File: config.mk
export PLATFORM = sky130hd
export DESIGN_NAME = register_file
export DESIGN_NICKNAME = d
export VERILOG_FILES = /design/src/rtl/rics_pkg.sv /design/src/rtl/register_file_read_port.sv /design/src/rtl/register_file.sv
export SDC_FILE = /design/constraint.sdc
export NUM_CORES = 1
export LEC_CHECK = 0
export ABC_AREA = 1
export CAP_MARGIN = 10
export CORE_ASPECT_RATIO = 1.2
export CORE_UTILIZATION = 41
export CTS_BUF_LIST = sky130_fd_sc_hd__clkbuf_16
export DETAILED_ROUTE_END_ITERATION = 8
export GPL_TIMING_DRIVEN = 1
export MAX_ROUTING_LAYER = met4
export PLACE_DENSITY = 0.59
export SYNTH_ARGS = -nofsm -noshare
export SYNTH_HDL_FRONTEND = slang
export SYNTH_SLANG_ARGS = --single-unit
File: constraint.sdc
create_clock -name inp_clk -period 2.9 [get_ports inp_clk]
set_clock_uncertainty 0.2 [all_clocks]
set_input_delay 0.435 -clock inp_clk [delete_from_list [all_inputs] [get_ports inp_clk]]
set_output_delay 0.435 -clock inp_clk [all_outputs]
set_load 0.05 [all_outputs]
File: src/rtl/rics_pkg.sv
// Shared constants and types for the RICS datapath register file.
package rics_pkg;

    localparam int unsigned DATA_WIDTH = 16;
    localparam int unsigned ADDR_WIDTH = 3;
    localparam int unsigned NUM_REGS   = 2 ** ADDR_WIDTH;

    typedef logic [DATA_WIDTH-1:0] word_t;
    typedef logic [ADDR_WIDTH-1:0] reg_idx_t;

endpackage

File: src/rtl/register_file_read_port.sv
// One combinational read port: address mux, R0 zero forcing and, when REGFILE_BYPASS_EN
// is defined, write-to-read forwarding of the in-flight write data.
module register_file_read_port #(
    parameter int unsigned DATA_WIDTH = rics_pkg::DATA_WIDTH,
    parameter int unsigned ADDR_WIDTH = rics_pkg::ADDR_WIDTH
) (
    input  logic [DATA_WIDTH-1:0] regs_i [2**ADDR_WIDTH],
    input  logic [ADDR_WIDTH-1:0] addr_i,
    input  logic                  wr_en_i,
    input  logic [ADDR_WIDTH-1:0] wr_addr_i,
    input  logic [DATA_WIDTH-1:0] wr_data_i,
    output logic [DATA_WIDTH-1:0] data_o
);
    import rics_pkg::*;

`ifdef REGFILE_BYPASS_EN
    always_comb begin
        data_o = regs_i[addr_i];
        if (wr_en_i && (wr_addr_i == addr_i)) begin
            data_o = wr_data_i;
        end
        if (addr_i == '0) begin
            data_o = '0;
        end
    end
`else
    logic unused_bypass;
    assign unused_bypass = ^{wr_en_i, wr_addr_i, wr_data_i};

    always_comb begin
        data_o = regs_i[addr_i];
        if (addr_i == '0) begin
            data_o = '0;
        end
    end
`endif

endmodule

File: src/rtl/register_file.sv
// Eight-entry register file, one synchronous write port, two combinational read ports.
// Optional same-cycle write-to-read bypass is enabled by defining REGFILE_BYPASS_EN.
module register_file #(
    parameter int unsigned DATA_WIDTH = rics_pkg::DATA_WIDTH,
    parameter int unsigned ADDR_WIDTH = rics_pkg::ADDR_WIDTH
) (
    input  logic                  inp_clk,
    input  logic                  inp_rst,
    input  logic                  inp_flagWrite,
    input  logic [DATA_WIDTH-1:0] inp_dataWrite,
    input  logic [ADDR_WIDTH-1:0] inp_regWrite,
    input  logic [ADDR_WIDTH-1:0] inp_rs,
    input  logic [ADDR_WIDTH-1:0] inp_rd,
    output logic [DATA_WIDTH-1:0] out_readdata1,
    output logic [DATA_WIDTH-1:0] out_readData2
);
    import rics_pkg::*;

    localparam int unsigned NumRegs = 2 ** ADDR_WIDTH;

    logic [DATA_WIDTH-1:0] regs_q [NumRegs];
    logic [DATA_WIDTH-1:0] regs_d [NumRegs];
    logic                  wr_en;
    logic                  byp_en;

    assign wr_en  = inp_flagWrite && (inp_regWrite != '0);
    // Forwarding must not expose data that reset is about to discard.
    assign byp_en = wr_en && !inp_rst;

    always_comb begin
        regs_d = regs_q;
        if (wr_en) begin
            regs_d[inp_regWrite] = inp_dataWrite;
        end
        regs_d[0] = '0;
    end

    always_ff @(posedge inp_clk) begin
        if (inp_rst) begin
            regs_q <= '{default: '0};
        end else begin
            regs_q <= regs_d;
        end
    end

    register_file_read_port #(
        .DATA_WIDTH(DATA_WIDTH),
        .ADDR_WIDTH(ADDR_WIDTH)
    ) u_read_port_1 (
        .regs_i   (regs_q),
        .addr_i   (inp_rs),
        .wr_en_i  (byp_en),
        .wr_addr_i(inp_regWrite),
        .wr_data_i(inp_dataWrite),
        .data_o   (out_readdata1)
    );

    register_file_read_port #(
        .DATA_WIDTH(DATA_WIDTH),
        .ADDR_WIDTH(ADDR_WIDTH)
    ) u_read_port_2 (
        .regs_i   (regs_q),
        .addr_i   (inp_rd),
        .wr_en_i  (byp_en),
        .wr_addr_i(inp_regWrite),
        .wr_data_i(inp_dataWrite),
        .data_o   (out_readData2)
    );

endmodule

==> impl_metrics.json <==
{
  "first_pass_iters": 6,
  "dr_wl_met3_um": 1063,
  "crit_family": "buffers and inverters",
  "slew_viol_final": 0,
  "critPathRequiredTime_ps": 2270,
  "yosys_warnings": 0,
  "syn_nets": 1160,
  "cts.sinks": 112,
  "r2r_start": "regs_q[13]$_SDFFE_PP0P_",
  "hold_depth": 2,
  "root_buffer": "clkbuf_16",
  "grt_use_total_pct": 28.23,
  "pin_count": 60,
  "fin_crit_ps": 2661,
  "reg2regPathDepth": 2,
  "dieArea_um2": 16430,
  "rows": 50,
  "worst-path-stages": 8,
  "wl_met2_um": 9996,
  "hold_violations": 0,
  "cp-startpoint": "inp_rs[2]",
  "synth_area_um2": 6529,
  "rsz0062_at_grt": "no",
  "ys_seq_elements": 112,
  "viasPerCell": 4.975,
  "grt_first_pass_wirelength_um": 33960,
  "drive_above_1_share_pct": 8.255,
  "critPathCaptureType": "output pin",
  "slowest_delay_ps": 680,
  "combPwrFrac_pct": 23.1,
  "largest_reg_flops": 112,
  "dr.max_layer_used": "met4",
  "dpl_cell_area_um2": 7584,
  "ys_seq_area_share_pct": 34.34,
  "path_buf_inv": 4,
  "nNetsFinal": 1186,
  "async_reset_ff_share_pct": 0,
  "tightest_slew_ps": 524.0,
  "dpl.hpwl_um": 13220,
  "crit_arrival_ps": 2030,
  "p_per_area_nw_per_um2": 466.7,
  "seq_power_share_pct": 44.4,
  "final-setup-viol-count": 0,
  "largestRegisters": "regs_q: 112 flops",
  "fin_area_um2": 7849,
  "cts_buffers": 9,
  "grt_start_max_net_pins": 65,
  "post_cts_resized": 0,
  "insertion_delay_ps": 360,
  "globalplace.congestion": 0.8250,
  "yosys.area.top_type": "dfxtp_1",
  "die_h_um": 140.2,
  "wl_met1_um": 9582,
  "top_register": "regs_q",
  "switching_power_w": 0.001171,
  "area_delta_synth_final_pct": 20.22,
  "synth-main-ff-cell": "dfxtp_1",
  "synth_area_leaders": "dfxtp_1, nand2_1, nor2_1, nand3_1, inv_1",
  "antenna_found_initial": 0,
  "slew_headroom_pct": 64.95,
  "swShare_pct": 31.97,
  "dpl_worst_slack_ps": 253.7,
  "clockPowerShare_pct": 32.4,
  "crit_fanout": 8,
  "grt_pass1_vias": 6324,
  "syn_inst": 1132,
  "crit_top_cell": "nand2_1",
  "synthMostInstantiatedCell": "nand2_1",
  "crit_chain": "clkdlybuf4s50_1 -> nor2_2 -> buf_4 -> nand3_1 -> nand2_1 -> inv_1 -> nand2_1 -> buf_12",
  "synthDistinctLibCells": 22,
  "critPathLaunchType": "input port",
  "core_um2": 15580,
  "r2r_setup_slack_ps": 2030,
  "num_antenna_cells": 0,
  "grt_overflow": 0,
  "cts_setup_buffers": 0,
  "finalSetupTns_ps": 0,
  "drc": 0,
  "io_buffers": 59,
  "finalWorstSetupSlack_ps": 238.8,
  "vias": 6821,
  "critical_path_class": "input port to output pin",
  "drtIter0Drc": 533,
  "ys_top_cells_by_count": "nand2_1, nor2_1, nand3_1",
  "hp-class": "flip-flop to flip-flop",
  "status": "complete, no violations",
  "cp_slowest_cell": "clkdlybuf4s50_1",
  "netlist.area_leader.share_pct": 34.34,
  "clkTransAtPathRegs_ps": 70,
  "max_cap_viol_count": 0,
  "leakagePower_nw": 3.633,
  "syn_avg_cell_area_um2": 5.767,
  "clockBufferDepth": 2,
  "worstHoldStart": "regs_q[85]$_SDFFE_PP0P_",
  "fmax_ghz": 0.3758,
  "start_util_pct": 41.91,
  "post_drt_wl_per_cell_um": 15.42,
  "hold_buffers": 0,
  "drt-total-wl_um": 21140,
  "die_w_um": 117.2,
  "htreeDepth": 3,
  "intPower_w": 0.002492,
  "synth_edf_count": 0,
  "irDropWorstVdd_uv": 276.1,
  "cts_tree": "done",
  "ant_nets": 0,
  "min_period_over_period_pct": 91.77
}
worst register-to-register path, cell delays in order (launching register included):
cell and delay, ps:
dfxtp_1 330, o21ai_0 190, nor2_1 60
cells by family after synthesis:
family / Yosys count / synth area share, %
AND/OR/NAND/NOR: 755 / 46.88
buffers and inverters: 185 / 12.65
flip-flops: 112 / 34.34
AO/OA/AOI/OAI: 80 / 6.133
power by group through the flow:
stage / Clock, W / Sequential (W) / Combinational (W)
6_report: 0.00119 / 0.00163 / 0.000848
5_1_grt: 0.00124 / 0.00163 / 0.000923
2_1_floorplan: 0 / 0.00165 / 0.000497
3_5_place_dp: 0 / 0.00166 / 0.000847
4_1_cts: 0.00120 / 0.00163 / 0.000850
3_3_place_gp: 0 / 0.00166 / 0.000845
layout by cell type, fill, tap and decap left out:
cell type,count
clkdlybuf4s50_1,25
buf_4,18
nand2_1,368
clkinv_4,1
clkinv_2,5
nand2_4,1
o21ai_1,8
nand2_2,4
dfxtp_1,112
nor2_2,6
nor2_4,1
clkinvlp_4,1
buf_2,2
inv_6,1
inv_1,107
inv_2,7
buf_12,39
inv_4,1
clkbuf_16,9
o21ai_0,72
nor2_1,226
nand3_1,149
through the flow:
step | util (%) | cells | hold WS, ps | power (W)
final | 50.39 | 1371 | 281.2 | 0.003663
after global routing | 50.39 | 1371 | 306.4 | 0.003802
after CTS | 50.39 | 1371 | 287.6 | 0.003674
after detailed placement | 48.68 | 1355 | 272.0 | 0.002510
after global placement | 48.68 | 1355 | 263.0 | 0.002508
after floorplan | - | 1132 | 253.5 | 0.002150
layout make-up:
cell class,instances,area (um2)
clock buffer,9,225.2
clock inverter,7,40.04
fill,1664,7729
inverter,116,444.2
multi-input combinational,835,3461
sequential,112,2242
tap,208,260.3
timing repair buffer,84,1176
worst paths after layout:
check                             to
max                 out_readdata1[6]
min          regs_q[85]$_SDFFE_PP0P_
max reg2reg  regs_q[13]$_SDFFE_PP0P_
min reg2reg  regs_q[85]$_SDFFE_PP0P_
layer usage:
metal	vias up	track usage [%]
met5	-	-
met4	0	10.46
met3	32	2.596
met2	192	44.52
met1	3079	37.21
li1	3518	-
Power figures use the tool's default switching activity.
